## config.mk

```make
export PLATFORM = sky130hd
export DESIGN_NAME = ifetch_ctrl
export DESIGN_NICKNAME = d
export VERILOG_FILES = /design/src/rtl/ifetch_ctrl.sv
export SDC_FILE = /design/constraint.sdc
export NUM_CORES = 1
export LEC_CHECK = 0
export BUFFER_PORTS_ARGS = -buffer_cell sky130_fd_sc_hd__buf_2
export CORE_MARGIN = 2
export CORE_UTILIZATION = 50
export DETAILED_ROUTE_END_ITERATION = 6
export PLACE_DENSITY = 0.82
export SLEW_MARGIN = 20
export SYNTH_ARGS = -nofsm -noshare
export SYNTH_HDL_FRONTEND = slang
export SYNTH_SLANG_ARGS = --single-unit
export TNS_END_PERCENT = 50
```

## constraint.sdc

```tcl
create_clock -name clk -period 2.8 [get_ports clk]
set_input_delay 0.14 -clock clk [delete_from_list [all_inputs] [get_ports clk]]
set_output_delay 0.14 -clock clk [all_outputs]
set_load 0.01 [all_outputs]
```

## src/rtl/ifetch_ctrl.sv

```systemverilog
// Instruction fetch controller.
//
// Issues one instruction-memory request per cycle while running and hands each
// accepted instruction to ID. An accepted fetch that lands while IF is stalled
// goes into a one-entry skid buffer. Branches and exception flushes redirect the
// fetch PC. A request that is still waiting for its ack keeps its address until
// the ack arrives; only the request after it uses the redirected PC.
//
// Ports:
//   clk, rst                  clock, synchronous active-high reset
//   stall_req_id/ex           stall requests from ID / EX
//   branch_flag/target        taken branch resolved in ID
//   flush/new_pc              exception flush pulse and handler address
//   imem_req/addr             request to instruction memory
//   imem_ack/rdata            accept plus data, returned in the same cycle
//   pc                        next address to fetch
//   if_valid/if_pc/if_inst    instruction delivered to ID
//   stall                     combinational stall vector {wb,mem,ex,id,if,pc}
module ifetch_ctrl #(
    parameter logic [31:0] RESET_PC = 32'h0000_0000,
    parameter int unsigned STALL_W  = 6
) (
    input  logic               clk,
    input  logic               rst,
    input  logic               stall_req_id,
    input  logic               stall_req_ex,
    input  logic               branch_flag,
    input  logic [31:0]        branch_target,
    input  logic               flush,
    input  logic [31:0]        new_pc,
    output logic               imem_req,
    output logic [31:0]        imem_addr,
    input  logic               imem_ack,
    input  logic [31:0]        imem_rdata,
    output logic [31:0]        pc,
    output logic               if_valid,
    output logic [31:0]        if_pc,
    output logic [31:0]        if_inst,
    output logic [STALL_W-1:0] stall
);

    localparam logic [1:0] StIdle = 2'd0;
    localparam logic [1:0] StReq  = 2'd1;
    localparam logic [1:0] StHold = 2'd2;

    logic [1:0]  state_q, state_d;
    logic [31:0] pc_q, pc_d;
    logic        if_valid_q, if_valid_d;
    logic [31:0] if_pc_q, if_pc_d;
    logic [31:0] if_inst_q, if_inst_d;
    logic        skid_valid_q, skid_valid_d;
    logic [31:0] skid_addr_q, skid_addr_d;
    logic [31:0] skid_data_q, skid_data_d;
    logic        drop_q, drop_d;
    // Redirect captured while a request is outstanding; applied when it acks.
    logic        redir_valid_q, redir_valid_d;
    logic [31:0] redir_pc_q, redir_pc_d;

    logic [5:0]  stall_vec;
    logic        stall_if;
    logic        branch_ok;
    logic [31:0] pc_seq;

    always_comb begin
        stall_vec = 6'b000000;
        if (flush) begin
            stall_vec = 6'b000000;
        end else if (stall_req_ex) begin
            stall_vec = 6'b001111;
        end else if (stall_req_id) begin
            stall_vec = 6'b000111;
        end
    end

    assign stall     = STALL_W'(stall_vec);
    assign stall_if  = stall_vec[1];
    assign branch_ok = branch_flag && !flush && !stall_vec[2];
    // Sequential successor, unless a branch was taken while this fetch was in flight.
    assign pc_seq    = redir_valid_q ? redir_pc_q : pc_q + 32'd4;

    always_comb begin
        state_d       = state_q;
        pc_d          = pc_q;
        if_valid_d    = if_valid_q;
        if_pc_d       = if_pc_q;
        if_inst_d     = if_inst_q;
        skid_valid_d  = skid_valid_q;
        skid_addr_d   = skid_addr_q;
        skid_data_d   = skid_data_q;
        drop_d        = drop_q;
        redir_valid_d = redir_valid_q;
        redir_pc_d    = redir_pc_q;

        case (state_q)
            StIdle: begin
                state_d = StReq;
                if (flush) begin
                    pc_d       = new_pc;
                    if_valid_d = 1'b0;
                end else if (branch_ok) begin
                    pc_d = branch_target;
                end
            end

            StReq: begin
                if (flush) begin
                    if_valid_d = 1'b0;
                    if (imem_ack) begin
                        // Coincident ack is discarded; nothing left in flight.
                        pc_d          = new_pc;
                        drop_d        = 1'b0;
                        redir_valid_d = 1'b0;
                    end else begin
                        // Keep the address stable; drop the data when it arrives.
                        drop_d        = 1'b1;
                        redir_valid_d = 1'b1;
                        redir_pc_d    = new_pc;
                    end
                end else if (imem_ack) begin
                    redir_valid_d = 1'b0;
                    if (drop_q) begin
                        drop_d = 1'b0;
                        pc_d   = redir_pc_q;
                        if (!stall_if) begin
                            if_valid_d = 1'b0;
                        end
                    end else if (stall_if) begin
                        skid_valid_d = 1'b1;
                        skid_addr_d  = pc_q;
                        skid_data_d  = imem_rdata;
                        pc_d         = pc_seq;
                        state_d      = StHold;
                    end else begin
                        // Acked fetch is the delay slot if a branch is taken now.
                        if_valid_d = 1'b1;
                        if_pc_d    = pc_q;
                        if_inst_d  = imem_rdata;
                        pc_d       = branch_ok ? branch_target : pc_seq;
                    end
                end else begin
                    if (!stall_if) begin
                        if_valid_d = 1'b0;
                    end
                    if (branch_ok && !drop_q) begin
                        redir_valid_d = 1'b1;
                        redir_pc_d    = branch_target;
                    end
                end
            end

            StHold: begin
                if (flush) begin
                    if_valid_d   = 1'b0;
                    skid_valid_d = 1'b0;
                    pc_d         = new_pc;
                    state_d      = StReq;
                end else if (!stall_if) begin
                    if_valid_d   = skid_valid_q;
                    if_pc_d      = skid_addr_q;
                    if_inst_d    = skid_data_q;
                    skid_valid_d = 1'b0;
                    state_d      = StReq;
                    if (branch_ok) begin
                        pc_d = branch_target;
                    end
                end
            end

            default: begin
                state_d = StIdle;
            end
        endcase
    end

    always_ff @(posedge clk) begin
        if (rst) begin
            state_q       <= StIdle;
            pc_q          <= RESET_PC;
            if_valid_q    <= 1'b0;
            if_pc_q       <= 32'h0;
            if_inst_q     <= 32'h0;
            skid_valid_q  <= 1'b0;
            skid_addr_q   <= 32'h0;
            skid_data_q   <= 32'h0;
            drop_q        <= 1'b0;
            redir_valid_q <= 1'b0;
            redir_pc_q    <= 32'h0;
        end else begin
            state_q       <= state_d;
            pc_q          <= pc_d;
            if_valid_q    <= if_valid_d;
            if_pc_q       <= if_pc_d;
            if_inst_q     <= if_inst_d;
            skid_valid_q  <= skid_valid_d;
            skid_addr_q   <= skid_addr_d;
            skid_data_q   <= skid_data_d;
            drop_q        <= drop_d;
            redir_valid_q <= redir_valid_d;
            redir_pc_q    <= redir_pc_d;
        end
    end

    assign imem_req  = (state_q == StReq);
    assign imem_addr = pc_q;
    assign pc        = pc_q;
    assign if_valid  = if_valid_q;
    assign if_pc     = if_pc_q;
    assign if_inst   = if_inst_q;

endmodule

```

Yosys cells after proc, flatten, opt, wreduce, memory -nomap -nowiden
Cells that the tools add are included.
{"block": "totals", "input_bits": 103, "register_bits": 198}
{"block": "classes", "eq_ne": 12, "n_mux": 62, "n_reduce_logical": 21, "add_sub_neg": 1, "bitwise": 3}
{"cell": "2-to-1 mux 32 bit", "n": 27}
{"cell": "one-hot mux 32 bit (2 select lines)", "n": 2}
{"cell": "one-hot mux 32 bit (3 select lines)", "n": 1}
{"cell": "adder 32 x 3 -> 32 bit (second input constant)", "n": 1}
{"cell": "2-to-1 mux 1 bit", "n": 20}
{"cell": "2-to-1 mux 2 bit", "n": 6}
{"cell": "inequality test 2 bit (second input constant)", "n": 6}
{"cell": "AND reduction 5 bit", "n": 2}
{"cell": "2-to-1 mux 4 bit", "n": 2}
{"cell": "AND reduction 7 bit", "n": 1}
{"cell": "one-hot mux 2 bit (3 select lines)", "n": 1}
{"cell": "AND reduction 3 bit", "n": 2}
{"cell": "AND reduction 6 bit", "n": 1}
{"cell": "nonzero test 2 bit", "n": 3}
{"cell": "nonzero test 3 bit", "n": 2}
{"cell": "inequality test 5 x 4 -> 1 bit (second input constant)", "n": 1}
{"cell": "inequality test 2 x 1 -> 1 bit (second input constant)", "n": 2}
{"cell": "AND reduction 2 bit", "n": 2}
{"cell": "AND reduction 4 bit", "n": 1}
{"cell": "logical AND 1 bit", "n": 3}
{"cell": "zero test 1 bit", "n": 3}
{"cell": "2-to-1 mux 3 bit", "n": 1}
{"cell": "inequality test 3 bit (second input constant)", "n": 1}
{"cell": "inverter 1 bit", "n": 3}
{"cell": "other kinds (5)", "n": 5}

Logic depth before layout (Yosys ltp)
Gate-level depths: netlist (run 1).
{"block": "depth", "ltp_word": 11, "ltp_mapped": 10, "mapped_depth_nobuf": 7}

Worst setup path before layout (run 1)
OpenSTA, ideal clock, no wires.
{"block": "synth_path", "kind": "register to register", "startpoint": "reg pc_q[11], in the netlist imem_addr[11]", "endpoint": "reg pc_q[31], in the netlist imem_addr[31]", "t_arrival_ns": 2.023, "synth_period_minus_slack_ns": 2.140, "stages_incl_launch_ff": 7, "required_time_ns": 2.683, "slack_ns": 0.660, "setup_time_ns": 0.117, "path_cell_list": "dfxtp_1 clkbuf_2 nand3_4 or4_4 nand2b_4 or4_1 a32o_1"}
{"block": "synth_via", "elab_chain_cells": 8}
{"item": "start, declared", "line": "47", "source": "logic [31:0] pc_q, pc_d;"}
{"item": "start signal, assigned", "line": "190", "source": "pc_q <= pc_d;"}
{"item": "adder 32 x 3 -> 32 bit *", "line": "79", "source": "assign pc_seq = redir_valid_q ? redir_pc_q : pc_q + 32'd4;"}
{"item": "2-to-1 mux 32 bit *", "line": "79"}
{"item": "2-to-1 mux 32 bit", "line": "138", "source": "pc_d = branch_ok ? branch_target : pc_seq;"}
{"item": "2-to-1 mux 32 bit *", "line": "127", "source": "end else if (stall_if) begin"}
{"item": "2-to-1 mux 32 bit *", "line": "121", "source": "if (drop_q) begin"}
{"item": "2-to-1 mux 32 bit *", "line": "119", "source": "end else if (imem_ack) begin"}
{"item": "2-to-1 mux 32 bit *", "line": "106", "source": "if (flush) begin"}
{"item": "one-hot mux 32 bit (3 select lines) *", "line": "94", "source": "case (state_q)"}
Mark *: on every way between the ends. The rest lies on a longest branch, timed or not. The select of a mux whose other input is x is not followed.
A chain may end at the register's enable or synchronous reset.

Worst setup path after layout (run 1)
{"block": "layout_path", "startpoint": "reg drop_q", "endpoint": "reg redir_pc_q[14]"}
{"block": "layout_via", "elab_chain_cells": 4}
{"item": "start, declared", "line": "54", "source": "logic drop_q, drop_d;"}
{"item": "start signal, assigned", "line": "197", "source": "drop_q <= drop_d;"}
{"item": "zero test 1 bit", "line": "144", "source": "if (branch_ok && !drop_q) begin"}
{"item": "logical AND 1 bit", "line": "144"}
{"item": "nonzero test 2 bit (no source line)"}
{"item": "AND reduction 3 bit (no source line)"}
{"item": "end signal, assigned", "line": "199", "source": "redir_pc_q <= redir_pc_d;"}
{"item": "end, declared", "line": "57", "source": "logic [31:0] redir_pc_q, redir_pc_d;"}
No other way between the ends.

==> metrics.txt, run 1 <==
Synth Area in Adders=less than 1%; Mean Syn Cell Area=around 8.3 µm²; Synth Instances=roughly 1200; # Max-Cap Violations=0; routed vias/inst=a little under 6; Placement Setup Slack=about 300 ps; Final nets=1503; f_max=406 MHz; H-tree levels=4; largest family of logic cells by synthesized area=compound AO/OA/AOI/OAI gates; mux contribution to synthesized area=a little under a tenth; Post-CTS Setup Bufs=0; Post-Syn Area=about 10000 µm²; Clock Sinks=between 150 and 200; DP Area=around 11000 µm²; Peak VDD IR=around 0.43 mV; hold endpoint=redir_pc_q[28]; final cycle utilization of the critical path=87.9%; worst-case clock buffer depth=2; area leader, netlist=dfxtp_1; Root Driver=clkbuf_16; Clock power frac=a little over a quarter; ys async rst share=0%; Arr. time, crit path=roughly 2900 ps; share of the synthesized area in the top cell type=between 30% and 40%; Reg-to-Reg End=redir_pc_q[14]; total I/O pin count=between 200 and 250; Via Count=slightly below 10000; Setup crit start kind=register; Worst-path clk slew=90 ps; most frequent cells in the layout=buf_2 (235), dfxtp_1 (198), nand2_1 (173), nor2_1 (137), a211oi_1 (106); Final Hold Vio Count=0; Worst Tran Pin Value=about 950 ps; RSZ-0062 raised after global routing=false; Setup crit end kind=register; Wirelength per Cell=17.9 µm; PwrDens=just over 800 nW/µm²; post-DP HPWL=just under 20000 µm; number of remaining DRC errors=0; R2R depth=7; post-synthesis xor/xnor area fraction=less than 1%; Total Wirelength=between 20000 and 30000 µm; fin crit period=2460 ps; register area share after synthesis=roughly two fifths; router iterations before antenna repair=5; Switching Power=between 4000 and 5000 µW; Yosys cell types=79; Seq cells post-synth=198; latest clock arrival within the worst-skew pair=between 400 and 500 ps; crit path cell chain=nor4b_2 -> o21ai_0 -> nor2_4 -> buf_12 -> nor2_1 -> a311oi_1 -> dlygate4sd3_1; Crit path required time=3190 ps; status=finished, final reports clean; Worst Hold Path Cells=3; Ys Warns=0; synth top area cells=dfxtp_1 (39%), mux2i_1 (9.3%), a211oi_1 (7.9%), nand2_1 (6.4%), nor2_1 (5.1%); cell area after layout=12200 µm²; Area growth, synth to finish=21.4%; GP Congestion=approximately 0.94; final setup TNS=0 ps; Final WS setup=339 ps; commonest non-fill, non-tap cell in the layout=buf_2; Synth Area in Compound Gates=about 23%; FP Rows=51; vias in the first global route=8793; reg2reg start=drop_q; Flop pwr share=37.1%; core box area=just under 20000 µm²; Total Routing Usage GR=~27%; Hold Path Class=in -> reg; relative max-transition margin=around 36%; gr ovfl total=0; internal power=between 5000 and 6000 µW; Final Max Slew Viols=0; Die Wd=~150 µm; largest net degree at the start of global routing=124; min-delay src=branch_target[28]; combinational share of power=a little under two fifths; ANT cells=0; initial antenna violation count=0; Fin Clk Skew=between 10 and 15 ps; antenna-violating nets left=0; max incr delay on CP=~590 ps; CP max-delay cell=dlygate4sd3_1; Min Hold Slack=roughly 36 ps; initial core utilization=approximately half; Most used DFF post-synth=dfxtp_1; first-pass GRT wire length=approximately 47000 µm; simple-gate share of the synthesized area=a little under a fifth; CP max FO=between 40 and 50; fraction of layout cells with a size suffix above 1=a little under a quarter; Iteration-0 DRC Markers=898; P_leak=between 0.004 and 0.005 µW; critical path type=reg -> reg; CTS tree=built; setup violators final=0; sw frac=~40%; die area=21300 µm²; die height=~150 µm; Post-synth EDFFs=0; worst reg-to-reg setup slack=roughly 340 ps; count of buffers from port buffering=236; Num CTS Buffers=17
-- stage by stage --
stage	power (µW)	instances	util [%]
after floorplan	6240	1209	-
after global placement	7240	1605	57.1
after detailed placement	7300	1605	57.1
after CTS	9940	1673	62.2
after global routing	10500	1673	62.3
final	10000	1673	62.3
-- metal layers --
metal / global-route usage, % / vias up / part of all wire [%]
met2: 40.9 / 510 / 45
met4: 9.27 / 0 / 2.2
met5: 0 / - / 0
met1: 39.4 / 4563 / 44
met3: 4.17 / 52 / 9.3
li1: - / 4705 / -
-- worst max-delay path by stage --
stage                     cells after the start        endpoint          start
final                                         7  redir_pc_q[14]         drop_q
after detailed placement                      8   imem_addr[25]     state_q[1]
after global placement                        8   imem_addr[25]     state_q[1]
after CTS                                     7  redir_pc_q[14]         drop_q
after global routing                          7  redir_pc_q[14]         drop_q
after floorplan                               6   imem_addr[31]  imem_addr[11]
-- state kept, by name, summed over array words and instances (netlist names) --
| signal | cells |
|---|---|
| if_inst | 32 |
| redir_pc_q | 32 |
| state_q | 2 |
| drop_q | 1 |
| skid_valid_q | 1 |
| if_valid | 1 |
| imem_addr | 32 |
| skid_data_q | 32 |
| skid_addr_q | 32 |
| redir_valid_q | 1 |
| if_pc | 32 |
-- power by group through the flow --
stage | clock [µW] | sequential, µW | combinational, µW
after global routing | 2760 | 3770 | 3980
after CTS | 2650 | 3690 | 3600
final | 2620 | 3710 | 3670
after floorplan | 0 | 3700 | 2540
after detailed placement | 0 | 3760 | 3540
after global placement | 0 | 3740 | 3500
-- layout make-up --
class | count | area, µm²
tap | 265 | 332
multi-input combinational | 851 | 5320
clock buffer | 17 | 425
timing repair buffer | 310 | 1920
sequential | 198 | 3960
clock inverter | 15 | 223
fill | 1681 | 7410
inverter | 17 | 63.8
-- cells by family after synthesis --
group,count (synthesis)
adder cells (fa/ha/maj),5
multiplexers,94
XOR/XNOR,10
buffers and inverters,160
flip-flops,198
other,1
AO/OA/AOI/OAI,333
AND/OR/NAND/NOR,407
-- critical path: cells and delay by family (launching register included) --
kind                   cells  cell delay, ps
buffers and inverters      2             820
AND/OR/NAND/NOR            3             680
AO/OA/AOI/OAI              2             490
flip-flops                 1             400
-- Yosys cell counts (3+ instances only) --
| master | count |
|---|---|
| buf_4 | 40 |
| mux2i_1 | 94 |
| inv_1 | 17 |
| a221o_1 | 5 |
| nor3_1 | 10 |
| a31oi_1 | 8 |
| o32ai_1 | 5 |
| a21o_1 | 5 |
| and3_1 | 6 |
| nor2b_1 | 5 |
| o21a_1 | 4 |
| a211oi_1 | 106 |
| a311oi_1 | 6 |
| nand4_1 | 6 |
| nand2_1 | 173 |
| a21oi_1 | 93 |
| a222oi_1 | 3 |
| buf_2 | 16 |
| o21ai_0 | 22 |
| nor2_1 | 137 |
| a22oi_1 | 5 |
| dfxtp_1 | 198 |
| nor4_1 | 9 |
| o211ai_1 | 10 |
| nand2b_1 | 7 |
| o221ai_1 | 9 |
| nor4b_1 | 3 |
| a32o_1 | 3 |
| clkbuf_1 | 75 |
| or3_1 | 3 |
| buf_1 | 6 |
| ha_1 | 5 |
| or4_1 | 4 |
| or2_2 | 3 |
| a221oi_1 | 15 |
| o22ai_1 | 3 |
| o221a_2 | 5 |
| xor2_1 | 8 |
| and2_1 | 3 |
| nand3_1 | 21 |
-- timing repair --
| action | in CTS | in global routing |
|---|---|---|
| hold endpoints to repair | 34 | 0 |
| resized for setup | 0 | 3 |
| setup endpoints to repair | 0 | 3 |
| hold buffers | 36 | 0 |
No activity file was read; power rests on OpenSTA's default activity.
==> inputs of run 2 (changes only) <==
--- a/config.mk
+++ b/config.mk
@@ -5,11 +5,13 @@
 export SDC_FILE = /design/constraint.sdc
 export NUM_CORES = 1
 export LEC_CHECK = 0
+export ABC_AREA = 1
 export BUFFER_PORTS_ARGS = -buffer_cell sky130_fd_sc_hd__buf_2
 export CORE_MARGIN = 2
 export CORE_UTILIZATION = 50
 export DETAILED_ROUTE_END_ITERATION = 6
-export PLACE_DENSITY = 0.82
+export HOLD_SLACK_MARGIN = 0.15
+export PLACE_DENSITY = 0.81
 export SLEW_MARGIN = 20
 export SYNTH_ARGS = -nofsm -noshare
 export SYNTH_HDL_FRONTEND = slang
==> metrics.txt, run 2 <==
status=finished, final reports clean; final setup TNS=0 ps (unchanged); Worst Tran Pin Value=789 ps (-160 ps); Most used DFF post-synth=dfxtp_1; largest net degree at the start of global routing=74 (-40%); most common cell in the netlist=nand2_1; synth top area cells=dfxtp_1 (37%), nand2_1 (14%), o21ai_0 (8.8%), nor2_1 (6.9%), inv_1 (4.7%); router iterations before antenna repair=7 (+2); worst reg-to-reg setup slack=130 ps (-210 ps); vias in the first global route=10700 (+22%); f_max=375 MHz (-7.7%); Via Count=11700 (+19%); ys async rst share=0% (unchanged); GP Congestion=0.856 (-8.6%); number of remaining DRC errors=0 (unchanged); max incr delay on CP=550 ps (-40 ps); Synth Instances=1601 (+33%); gr ovfl total=0 (unchanged); top cells by count, synth=nand2_1 (388), dfxtp_1 (198), nor2_1 (198); RSZ-0062 raised after global routing=false; routed vias/inst=5.49 (-6.5%); Hold Path Class=in -> reg; Clock Sinks=198 (unchanged); total I/O pin count=239 (unchanged); total power=12000 µW (+20%); CTS tree=built; antenna-violating nets left=0 (unchanged); initial core utilization=51.2% (-0.14 points); initial antenna violation count=0 (unchanged); commonest non-fill, non-tap cell in the layout=nand2_1; core box area=21100 µm² (+7.3%); Final Hold Vio Count=0 (unchanged); area leader, netlist=dfxtp_1; Seq cells post-synth=198 (unchanged); fillers=1897 (+13%); Mean Syn Cell Area=6.74 µm² (-19%); setup violators final=0 (unchanged); most frequent cells in the layout=nand2_1 (388), buf_2 (236), nor2_1 (198), dfxtp_1 (198), o21ai_0 (190); Root Driver=clkbuf_16; Arr. time, crit path=3010 ps (+160 ps); latest clock arrival within the worst-skew pair=460 ps (+20 ps); ANT cells=0 (unchanged); final cycle utilization of the critical path=95.3% (+7.4 points); count of buffers from port buffering=236 (unchanged); Num CTS Buffers=17 (unchanged); Crit path required time=3140 ps (-50 ps); Area growth, synth to finish=24.6%; die area=22800 µm² (+6.8%); Peak VDD IR=0.523 mV (+21%); die height=151 µm (+3.3%); Post-Syn Area=10800 µm² (+7.0%); DP Cell Count=1997 (+24%); Setup crit end kind=register; Total Routing Usage GR=30.2% (+3.1 points); post-DP HPWL=22200 µm (+12%); register area share after synthesis=36.7% (-2.6 points); first-pass GRT wire length=54500 µm (+16%); Iteration-0 DRC Markers=1252 (+39%); Worst-path clk slew=80 ps (about the same); critical path type=reg -> reg; Die Wd=151 µm (+3.3%); Total Wirelength=35300 µm (+18%); crit path cell chain=inv_1 -> ha_1 -> inv_4 -> buf_8 -> o21ai_2 -> nor2_4 -> buf_4 -> nand2_1 -> o21a_1 -> dlygate4sd3_1; crit path from=state_q[1]; PwrDens=894 nW/µm² (+9.5%); Cell Count, Final, Fillers Out=2130 (+27%); Wirelength per Cell=16.6 µm (-7.4%); FP Rows=53 (+3.9%); relative max-transition margin=47.4% (+11 points); Fin Clk Skew=12.5 ps (-0.203 ps); critical path endpoint=imem_addr[9]; worst-case clock buffer depth=2 (unchanged); Ys Warns=0 (unchanged); H-tree levels=4 (unchanged); reg2reg start=state_q[1]; Post-synth EDFFs=0 (unchanged); fraction of layout cells with a size suffix above 1=20.3% (-3.6 points); Final nets=1950 (+30%); min-delay src=branch_target[11]; Yosys cell types=46 (-42%); P_leak=0.00609 µW (+30%); R2R depth=10 (+3); Setup crit start kind=register; share of the synthesized area in the top cell type=36.7% (-2.6 points); Final Max Slew Viols=0 (unchanged); CP max-delay cell=dlygate4sd3_1; fin crit period=2670 ps (+206 ps); # Max-Cap Violations=0 (unchanged); Reg-to-Reg End=imem_addr[9]; CP max FO=32 (-30%)
==> run 2: cell count changes after synthesis, sizes merged, moves of 73 or more <==
cell	delta
nand2	+221
o21ai	+215
inv	+126
mux2i	-93
a211oi	-79
nor2	+73
==> run 2: metrics by stage <==
step	cell area, µm²	setup slack (ps)	util [%]	hold slack, ps
global placement	11800	551	55.9	413
detailed placement	11800	472	55.9	418
global route	13400	2.07	63.7	194
CTS	13400	26.1	63.7	151
floorplan	10800	976	-	218
finish	13400	133	63.7	168
==> run 2: area by class of cell <==
type	instances	area (µm²)	area share, %
clock inverter	15	209	1.55
multi-input combinational	1117	5450	40.6
timing repair buffer	364	2490	18.5
clock buffer	17	425	3.16
tap	275	344	2.56
sequential	198	3960	29.5
inverter	144	557	4.14
==> run 2: worst min-delay path by stage <==
stage	endpoint	slack, ps	cells after the start
final	imem_addr[11]	170	5
after global routing	redir_pc_q[18]	190	5
after CTS	redir_pc_q[15]	150	5
after detailed placement	skid_data_q[26]	420	3
after global placement	skid_data_q[26]	410	3
after floorplan	state_q[0]	220	1
==> run 2: kinds of logic (layout without fill, tap and decap cells) <==
group / after synthesis / after routing / synth area share [%]
AO/OA/AOI/OAI: 456 / 456 / 25.3
AND/OR/NAND/NOR: 645 / 645 / 23.8
adder cells (fa/ha/maj): 5 / 5 / 0.580
buffers and inverters: 287 / 540 / 12.8
flip-flops: 198 / 198 / 36.7
other: 1 / 2 / 0.0348
XOR/XNOR: 8 / 8 / 0.650
multiplexers: 1 / 1 / 0.0928
==> run 2: report_power, final <==
part | switching (µW) | total [µW] | internal, µW
Sequential | 805 | 4360 | 3550
Combinational | 3240 | 5040 | 1800
Clock | 1360 | 2620 | 1250
Total | 5410 | 12000 | 6600
==> run 2: worst max-delay path: cells and delay by family (launching register included) <==
kind,cells,cell delay [ps]
buffers and inverters,5,1330
DFF,1,360
AOI/OAI and AO/OA,2,310
adders and majority gates,1,300
and+or+nand+nor,2,240
==> run 2: repair_timing <==
item                                    4_1_cts  5_1_grt
buffers inserted                              0        0
gates resized for setup                       0        5
hold buffers                                101        0
endpoints found under the hold margin       130        0
endpoints found under the setup margin        0        1
==> run 2: per-layer routing <==
layer / part of all wire (%) / vias to the layer above / track usage (%)
met5: 0 / - / 0
li1: - / 5678 / -
met4: 2.3 / 0 / 11.3
met2: 45 / 653 / 48.1
met3: 10 / 65 / 6.48
met1: 42 / 5303 / 40.3
